`src/rtl/dso_cmd_pkg.sv`:
```
// Shared command definitions for the DSO_dig command link.
// Holds the byte/command widths, opcode and response constants, the host
// sequencer state enum and the write-type opcode classifier.
// No ports (package).
package dso_cmd_pkg;

  localparam int unsigned BYTE_W = 8;
  localparam int unsigned CMD_W  = 24;

  // Opcodes
  localparam logic [BYTE_W-1:0] DUMP_CH     = 8'h01;
  localparam logic [BYTE_W-1:0] CFG_GAIN    = 8'h02;
  localparam logic [BYTE_W-1:0] CFG_TRG_LVL = 8'h03;
  localparam logic [BYTE_W-1:0] CFG_TRG_POS = 8'h04;
  localparam logic [BYTE_W-1:0] CFG_DEC     = 8'h05;
  localparam logic [BYTE_W-1:0] CFG_TRG_CFG = 8'h06;
  localparam logic [BYTE_W-1:0] TRIG_RD     = 8'h07;
  localparam logic [BYTE_W-1:0] EEP_WRT     = 8'h08;
  localparam logic [BYTE_W-1:0] EEP_RD      = 8'h09;

  // Response bytes
  localparam logic [BYTE_W-1:0] ACK = 8'hA5;
  localparam logic [BYTE_W-1:0] NAK = 8'hEE;

  typedef enum logic [2:0] {
    IDLE,
    LOAD,
    STRB,
    WAIT_TX,
    RESP,
    DONE
  } seq_state_t;

  // Data-returning opcodes are not ack-checked; anything else (including
  // unknown opcodes) must be answered with ACK.
  function automatic logic is_write_op(input logic [BYTE_W-1:0] op);
    case (op)
      DUMP_CH, TRIG_RD, EEP_RD: return 1'b0;
      default:                  return 1'b1;
    endcase
  endfunction

endpackage

```
`src/rtl/host_cmd_seq_if.sv`:
```
// Byte-level UART handshake between the host command sequencer and the
// UART transmitter/receiver pair.
//   tx_data/trmt   : byte and one-cycle transmit strobe to the transmitter
//   tx_done        : transmitter level, high once the byte has finished
//   rx_data/rx_rdy : received byte and its valid level from the receiver
//   clr_rx_rdy     : one-cycle pulse clearing rx_rdy
// master = sequencer side, slave = UART side.
interface host_cmd_seq_if;
  import dso_cmd_pkg::*;

  logic [BYTE_W-1:0] tx_data;
  logic              trmt;
  logic              tx_done;
  logic [BYTE_W-1:0] rx_data;
  logic              rx_rdy;
  logic              clr_rx_rdy;

  modport master (
    output tx_data, trmt, clr_rx_rdy,
    input  tx_done, rx_data, rx_rdy
  );

  modport slave (
    input  tx_data, trmt, clr_rx_rdy,
    output tx_done, rx_data, rx_rdy
  );

endinterface

```
`src/rtl/host_cmd_seq.sv`:
```
// Host-side command sequencer: sends a 24-bit command MSB-first as three
// UART bytes, then collects one response byte (DUMP_LEN for DUMP_CH),
// flagging NAKs on write-type opcodes and inter-byte timeouts.
// Ports:
//   clk, rst          : clock, synchronous active-high reset
//   cmd, send_cmd     : command word and capture strobe (honoured in IDLE)
//   busy              : command in progress
//   cmd_sent          : pulse when the third byte has been transmitted
//   resp, resp_vld    : latest response byte and its one-cycle valid
//   resp_last         : with resp_vld on the final response byte
//   nak_err, to_err   : sticky error flags, cleared on the next capture
//   uart              : UART byte handshake (master side)
module host_cmd_seq
  import dso_cmd_pkg::*;
#(
  parameter int unsigned DUMP_LEN = 512,
  parameter int unsigned TO_CYC   = 1_000_000
) (
  input  logic               clk,
  input  logic               rst,
  input  logic [CMD_W-1:0]   cmd,
  input  logic               send_cmd,
  output logic               busy,
  output logic               cmd_sent,
  output logic [BYTE_W-1:0]  resp,
  output logic               resp_vld,
  output logic               resp_last,
  output logic               nak_err,
  output logic               to_err,
  host_cmd_seq_if.master     uart
);

  localparam int unsigned RX_W = $clog2(DUMP_LEN + 1);
  localparam int unsigned TO_W = $clog2(TO_CYC + 1);

  seq_state_t        state;
  logic [CMD_W-1:0]  cmd_q;
  logic [1:0]        idx;
  logic [RX_W-1:0]   rx_cnt;
  logic [TO_W-1:0]   to_cnt;
  logic              tx_done_q;
  logic              rx_armed;

  logic              tx_rise;
  logic              rx_take;
  logic [RX_W-1:0]   rx_exp;
  logic [TO_W-1:0]   to_inc;
  logic              to_hit;
  logic [BYTE_W-1:0] cur_byte;

  assign tx_rise = uart.tx_done & ~tx_done_q;
  // A byte is new only if rx_rdy has been seen low since the last accept.
  assign rx_take = uart.rx_rdy & rx_armed;
  assign rx_exp  = (cmd_q[23:16] == DUMP_CH) ? RX_W'(DUMP_LEN) : RX_W'(1);
  // Saturating timeout increment and its terminal compare.
  assign to_inc  = (to_cnt == TO_W'(TO_CYC)) ? to_cnt : to_cnt + TO_W'(1);
  assign to_hit  = (to_inc == TO_W'(TO_CYC));

  // MSB-first byte select
  always_comb begin
    cur_byte = cmd_q[7:0];
    case (idx)
      2'd0:    cur_byte = cmd_q[23:16];
      2'd1:    cur_byte = cmd_q[15:8];
      default: cur_byte = cmd_q[7:0];
    endcase
  end

  // Sequencer FSM with registered outputs
  always_ff @(posedge clk) begin
    if (rst) begin
      state           <= IDLE;
      cmd_q           <= '0;
      idx             <= '0;
      rx_cnt          <= '0;
      to_cnt          <= '0;
      tx_done_q       <= 1'b0;
      rx_armed        <= 1'b0;
      busy            <= 1'b0;
      cmd_sent        <= 1'b0;
      resp            <= '0;
      resp_vld        <= 1'b0;
      resp_last       <= 1'b0;
      nak_err         <= 1'b0;
      to_err          <= 1'b0;
      uart.tx_data    <= '0;
      uart.trmt       <= 1'b0;
      uart.clr_rx_rdy <= 1'b0;
    end else begin
      uart.trmt       <= 1'b0;
      uart.clr_rx_rdy <= 1'b0;
      cmd_sent        <= 1'b0;
      resp_vld        <= 1'b0;
      resp_last       <= 1'b0;
      tx_done_q       <= uart.tx_done;
      if (!uart.rx_rdy) rx_armed <= 1'b1;

      case (state)
        IDLE: begin
          if (send_cmd) begin
            cmd_q   <= cmd;
            busy    <= 1'b1;
            nak_err <= 1'b0;
            to_err  <= 1'b0;
            idx     <= '0;
            to_cnt  <= '0;
            state   <= LOAD;
          end
        end
        LOAD: begin
          uart.tx_data <= cur_byte;
          state        <= STRB;
        end
        STRB: begin
          uart.trmt <= 1'b1;
          to_cnt    <= '0;
          state     <= WAIT_TX;
        end
        WAIT_TX: begin
          if (tx_rise) begin
            if (idx == 2'd2) begin
              cmd_sent <= 1'b1;
              rx_cnt   <= '0;
              to_cnt   <= '0;
              state    <= RESP;
            end else begin
              idx   <= idx + 2'd1;
              state <= LOAD;
            end
          end else if (to_hit) begin
            to_cnt <= to_inc;
            to_err <= 1'b1;
            busy   <= 1'b0;
            state  <= IDLE;
          end else begin
            to_cnt <= to_inc;
          end
        end
        RESP: begin
          if (rx_take) begin
            resp            <= uart.rx_data;
            resp_vld        <= 1'b1;
            uart.clr_rx_rdy <= 1'b1;
            rx_armed        <= 1'b0;
            rx_cnt          <= rx_cnt + RX_W'(1);
            to_cnt          <= '0;
            if (is_write_op(cmd_q[23:16]) && (uart.rx_data != ACK))
              nak_err <= 1'b1;
            if ((rx_cnt + RX_W'(1)) == rx_exp) begin
              resp_last <= 1'b1;
              state     <= DONE;
            end
          end else if (to_hit) begin
            to_cnt <= to_inc;
            to_err <= 1'b1;
            busy   <= 1'b0;
            state  <= IDLE;
          end else begin
            to_cnt <= to_inc;
          end
        end
        DONE: begin
          busy  <= 1'b0;
          state <= IDLE;
        end
        default: state <= IDLE;
      endcase
    end
  end

endmodule

```
`src/flat_wrapper.sv`:
```
// flat-port wrapper written by rule: the top's interface ports become plain ports
module host_cmd_seq_flat import dso_cmd_pkg::*;
#(
  parameter int unsigned DUMP_LEN = 512,
  parameter int unsigned TO_CYC   = 1_000_000
)
  (clk, rst, cmd, send_cmd, busy, cmd_sent, resp, resp_vld, resp_last, nak_err, to_err, uart_tx_data, uart_trmt, uart_clr_rx_rdy, uart_tx_done, uart_rx_data, uart_rx_rdy);
  host_cmd_seq_if uart_i ();
  input  logic clk;
  input  logic rst;
  input  logic [CMD_W-1:0] cmd;
  input  logic send_cmd;
  output logic busy;
  output logic cmd_sent;
  output logic [BYTE_W-1:0] resp;
  output logic resp_vld;
  output logic resp_last;
  output logic nak_err;
  output logic to_err;
  output wire logic [$bits(uart_i.tx_data)-1:0] uart_tx_data;
  output wire logic [$bits(uart_i.trmt)-1:0] uart_trmt;
  output wire logic [$bits(uart_i.clr_rx_rdy)-1:0] uart_clr_rx_rdy;
  input wire logic [$bits(uart_i.tx_done)-1:0] uart_tx_done;
  input wire logic [$bits(uart_i.rx_data)-1:0] uart_rx_data;
  input wire logic [$bits(uart_i.rx_rdy)-1:0] uart_rx_rdy;
  assign uart_tx_data = uart_i.tx_data;
  assign uart_trmt = uart_i.trmt;
  assign uart_clr_rx_rdy = uart_i.clr_rx_rdy;
  assign uart_i.tx_done = uart_tx_done;
  assign uart_i.rx_data = uart_rx_data;
  assign uart_i.rx_rdy = uart_rx_rdy;
  host_cmd_seq #(.DUMP_LEN(DUMP_LEN), .TO_CYC(TO_CYC)) u_core (.clk(clk), .rst(rst), .cmd(cmd), .send_cmd(send_cmd), .busy(busy), .cmd_sent(cmd_sent), .resp(resp), .resp_vld(resp_vld), .resp_last(resp_last), .nak_err(nak_err), .to_err(to_err), .uart(uart_i));
endmodule
```
`config.mk`:
```
export PLATFORM = sky130hd
export DESIGN_NAME = host_cmd_seq_flat
export DESIGN_NICKNAME = d
export VERILOG_FILES = /design/src/rtl/dso_cmd_pkg.sv /design/src/rtl/host_cmd_seq_if.sv /design/src/rtl/host_cmd_seq.sv /design/src/flat_wrapper.sv
export SDC_FILE = /design/constraint.sdc
export NUM_CORES = 1
export LEC_CHECK = 0
export CORE_MARGIN = 5
export CORE_UTILIZATION = 42
export CTS_CLUSTER_DIAMETER = 30
export DETAILED_ROUTE_END_ITERATION = 10
export PLACE_DENSITY = 0.61
export REMOVE_ABC_BUFFERS = 1
export SYNTH_ARGS = -nofsm -noshare
export SYNTH_HDL_FRONTEND = slang
export SYNTH_SLANG_ARGS = --single-unit
```
`constraint.sdc`:
```
create_clock -name clk -period 4.4 [get_ports clk]
set_input_delay 0.44 -clock clk [delete_from_list [all_inputs] [get_ports clk]]
set_output_delay 0.44 -clock clk [all_outputs]
set_load 0.05 [all_outputs]
```
---- After elaboration in Yosys (flattened, before gate mapping) ----
Index checks and enable logic that the tools add are counted.
word-level totals
  word-level logic and storage cells ...... 119
  latch bits .............................. 0
  register bits ........................... 84
  output and inout port bits .............. 24
  memories ................................ 0
  bits in read-only memories .............. 0
  RAM bits ................................ 0
cells by class
  bitwise operators ....................... 7
  $lt $le $gt $ge ......................... 0
  divide/modulo/power cells ............... 0
  multiply operators ...................... 0
  reduce and logical (&&, ||, !) cells .... 22
  equal/unequal tests ..................... 24
  shift operators ......................... 0
  mux-type cells .......................... 47
  $add $sub $neg .......................... 3
operator list
  cell                                                   count
  two-way mux 20 bit                                     5
  case mux 20 bit (4 select lines)                       1
  equality test 20 bit, second input constant            2
  two-way mux 10 bit                                     4
  two-way mux 1 bit                                      21
  adder 20 x 1 -> 20 bit, second input constant          1
  case mux 10 bit (2 select lines)                       1
  AND reduction 4 bit                                    5
  two-way mux 3 bit                                      6
  case mux 8 bit (2 select lines)                        1
  case mux 3 bit (5 select lines)                        1
  adder 10 x 1 -> 10 bit, second input constant          1
  equality test 10 bit                                   1
  OR reduction 3 bit                                     3
  equality test 8 x 1 -> 1 bit, second input constant    1
  equality test 8 x 3 -> 1 bit, second input constant    1
  equality test 8 x 4 -> 1 bit, second input constant    1
  inequality test 2 x 1 -> 1 bit, second input constant  4
  inequality test 2 bit, second input constant           4
  inequality test 8 bit, second input constant           1
  nonzero test 4 bit                                     2
  equality test 3 x 2 -> 1 bit, second input constant    2
  equality test 3 bit, second input constant             2
  two-way mux 2 bit                                      3
  other kinds (19)                                       29

---- Logic depth before layout (Yosys ltp) ----
  depth in word-level cells ............... 10
  depth in mapped cells ................... 9
  gate-level depth less buffers ........... 9

---- Least setup slack after synthesis ----
Ideal clock, no wire load.
  path type ............................... register to register
  from .................................... register u_core.to_cnt[6]
  to ...................................... register u_core.busy
  library setup time ...................... 125 ps
  cell stages (with the launch flop) ...... 10
  data arrival time ....................... 2,262 ps
  slack ................................... 2,014 ps
  buffers on the path ..................... 2
  cells stage by stage .................... dfxtp_1 > buf_4 > nand4_2 > or4_1 > buf_2 > nor2_1 > mux2i_1 > or3b_1 > a2111oi_2 > nor2_1
on the way
  longest elaborated chain between the ends .. 6
  elaborated cells between the ends (all ways) .. 8
  classes of those cells .................. add/sub: 1; eq/ne: 2; mux: 5
ends and longest elaborated chain
  what                                                            line                 source
  start: declaration                                              host_cmd_seq.sv:40   logic [TO_W-1:0] to_cnt;
  start signal: assignment                                        host_cmd_seq.sv:131  to_cnt <= to_inc;
  start signal: assignment                                        host_cmd_seq.sv:136  to_cnt <= to_inc;
  start signal: assignment                                        host_cmd_seq.sv:154  to_cnt <= to_inc;
  adder 20 x 1 -> 20 bit or equality test 20 bit (tied branches)  host_cmd_seq.sv:56   assign to_inc = (to_cnt == TO_W'(TO_CYC)) ? to_cnt : to_cnt + TO_W'(1);
  two-way mux 20 bit *                                            host_cmd_seq.sv:56
  equality test 20 bit *                                          host_cmd_seq.sv:57   assign to_hit = (to_inc == TO_W'(TO_CYC));
  two-way mux 1 bit *                                             n/a
  two-way mux 1 bit, on equally long branches                     n/a
  case mux 1 bit (4 select lines) *                               n/a
  end signal: assignment                                          host_cmd_seq.sv:79   busy <= 1'b0;
  end signal: assignment                                          host_cmd_seq.sv:102  busy <= 1'b1;
  end signal: assignment                                          host_cmd_seq.sv:133  busy <= 1'b0;
  end: declaration                                                host_cmd_seq.sv:23   output logic busy,
Every way passes the cells marked *; elsewhere a longest branch is shown, timed or not. The select of a mux whose other input is x is not followed.
A chain may end at the register's enable or synchronous reset.

---- Worst setup path after layout ----
Ends and elaborated chain as after synthesis.

==> run_results.csv <==
group,metric,value,unit
pwr,clkPwrFrac,0.313,
pwr,p_sw,445,µW
detailed_routing,postRouteAntennaNets,0,
cts,cts_setup_buffers,0,
cts,clk_pin_slew,0.09,ns
cts,cts_made_buffers,9,
synth,synth_commonest_cells,"nand2_1, dfxtp_1, a21oi_1, nor2_1, o21ai_0",
synth,synth_area,4150,µm²
pwr,p_int,1090,µW
setup_path,end_kind,"flip-flop",
cts,ctsResizeCount,0,
detailed_routing,firstDrtPassIters,4,
finish,syn_to_final_growth,20.2,%
synth,synth_edf_count,0,
timing,hold_viol,0,
setup_path,slowest_stage,"or4_1",
global_routing,grt.total_usage,0.181,
synth,synth-seq-cells,84,
cts,clock-root-buffer,"clkbuf_8",
detailed_routing,post-route-drc-count,0,
detailed_routing,drt_iter0_markers,183,
floorplanning,die_area,12000,µm²
cts,htree_num_levels,3,
flow_run,cap_violations,0,
cts,clockBufferDepth,2,
synth,seq_area_frac_synth,0.405,
setup_path,slowest_delay,0.71,ns
timing,timing.fmax,368,MHz
timing,slew_headroom,0.382,
detailed_routing,finalWirelength,10.4,mm
pwr,sequentialPowerShare,0.533,
finish,num_antenna_cells,0,
finish,seqCellArea,1680,µm²
global_routing,antenna_found_initial,0,
setup_path,critPathRequiredTime,4.63,ns
global_routing,grt_pass1_wl,17.6,mm
floorplanning,core_area,9730,µm²
setup_path,path_cells,"nand4_2, or4_1, nor2_1, mux2i_1, or3b_1, a2111oi_2, nor2_1",
pwr,ir_worst_vdd,0.135,mV
finish,multiInputGateArea,2290,µm²
synth,ys.flop_type,"dfxtp_1",
synth,synth_cells,548,
cts,insertion_delay,0.35,ns
setup_path,critPathKind,"reg2reg",
synth,synth_most_common_cell,"nand2_1",
timing,rsz0062_at_grt,"false",
placed_design,dp_hpwl,7.35,mm
setup_path,rrSetupSlack,1.68,ns
timing,fin_crit_sh,0.618,
cts,cts_tree,"yes",
floorplanning,ios,61,
setup_path,startpoint_type,"flip-flop",
synth,synthArstFlopShare,0,
timing,min_period,2.72,ns
finish,drive_above_1_share,0.0572,
synth,yosys-top-cells-area,"dfxtp_1, nand2_1, a21oi_1",
finish,final_core_util,0.513,
detailed_routing,viasPerCell,5.51,
timing,finalSetupViolations,0,
global_routing,grt-ovfl-total,0,
placed_design,place.gp.congestion,0.890,
global_routing,grt_pass1_vias,3713,
outcome,outcome,"finished, final reports clean",
global_routing,grt_max_degree,39,
pwr,powerDensity,308,nW/µm²
setup_path,cp_max_fo,10,
setup_path,cp.buffers_inverters,0,
placed_design,dpl_cell_area,4820,µm²
worst_hold_path,timing.hold.worst.class,"reg2reg",
pwr,pwr-share-comb,0.154,
placed_design,portBuffers,60,
finish,nFillCells,998,
synth,synth.distinct_cells,55,
synth,avgSynthCellArea,7.58,µm²
floorplanning,initial_core_util,0.427,
cts,postCtsHoldBufs,0,
synth,synth_top_area_cell,"dfxtp_1",
setup_path,crit_family,"simple AND/OR/NAND/NOR gates",
timing,drv_slew,0,
pwr,p_leak,0.00172,µW
pwr,switching_share,0.290,
setup_path,worstPathArrival,2.95,ns
synth,ys_warn_count,0,
finish,final_nets,632,
timing,tightest_slew,0.924,ns
timing,fin_worst_skew,0.0132,ns
floorplanning,dieWidth,109,µm
timing,setup-tns-final,0,ns
detailed_routing,via_count,4003,
cts,cts_sinks,84,
synth,synth.top_cell.area_share,0.405,
setup_path,path_common_cell,"nor2_1",
floorplanning,die_y,109,µm
finish,stdcell_area,4990,µm²
detailed_routing,wire_per_inst,14.3,µm
floorplanning,core.rowCount,36,
-- path summary, 6_finish.rpt --
| kind | startpoint | end | cells past startpoint |
|---|---|---|---|
| max | u_core.to_cnt[6] | u_core.busy | 7 |
| min | u_core.resp[2] | u_core.resp[2] | 2 |
| max reg2reg | u_core.to_cnt[6] | u_core.busy | 7 |
| min reg2reg | u_core.resp[2] | u_core.resp[2] | 2 |
-- through the flow --
step / hold WS (ns) / setup WS, ns / power [µW] / std cells
after global placement: 0.442 / 1.71 / 1070 / 711
after floorplan: 0.431 / 1.07 / 962 / 511
after detailed placement: 0.447 / 1.71 / 1070 / 711
final: 0.460 / 1.68 / 1540 / 727
after CTS: 0.459 / 1.68 / 1560 / 727
after global routing: 0.482 / 1.40 / 1610 / 727
-- layer usage --
| layer | track usage | vias to the layer above | share of wire |
|---|---|---|---|
| met5 | 0 | - | 0 |
| met4 | 0.0516 | 0 | 0.0077 |
| met3 | 0.0282 | 7 | 0.048 |
| met2 | 0.298 | 92 | 0.48 |
| met1 | 0.246 | 1874 | 0.46 |
| li1 | - | 2030 | - |
-- power groups by stage --
stage	registers (µW)	logic, µW	clock network (µW)
after floorplan	867	94.8	0
after global placement	835	237	0
after detailed placement	836	238	0
after CTS	818	239	503
after global routing	823	258	533
final	818	237	481
-- worst min-delay path: cells and delay by family (launching register included) --
kind / cells / cell delay (ns)
flops: 1 / 0.31
simple gates: 1 / 0.05
compound gates: 1 / 0.05
-- flip-flops by register name, indices dropped and copies added, names as in the netlist --
name / flops
u_core.cmd_q: 24
u_core.to_cnt: 20
u_core.rx_cnt: 10
u_core.resp: 8
u_core.uart.tx_data: 8
u_core.state: 3
u_core.idx: 2
u_core.busy: 1
u_core.cmd_sent: 1
u_core.nak_err: 1
u_core.resp_last: 1
u_core.rx_armed: 1
u_core.to_err: 1
u_core.tx_done_q: 1
u_core.uart.clr_rx_rdy: 1
u_core.uart.trmt: 1
-- placed cells by master (no fill, tap or decap), types with 12 or more instances in the layout --
master / count
nand2_1: 106
dfxtp_1: 84
a21oi_1: 64
clkdlybuf4s50_1: 59
nor2_1: 54
o21ai_0: 34
nor3_1: 14
a31oi_1: 14
nand3_1: 12
a22oi_1: 12
-- layout make-up --
class                   instances  area share
inverters                       9     0.00677
repair buffers                 67       0.130
clock buffers                  11      0.0263
well taps                     133      0.0333
multi-input cells             418       0.460
clock inverters                 5     0.00727
flip-flops and latches         84       0.337
-- cells by family (layout without fill, tap and decap cells) --
logic type	Yosys count	in the layout	share of synthesized area
mux	4	4	0.00994
flops	84	84	0.405
xor+xnor	6	6	0.0127
buf+inv	46	92	0.0443
simple gates	252	252	0.296
fa+ha+maj	6	6	0.0181
compound gates	150	150	0.214
No activity file was read; power rests on OpenSTA's default activity.
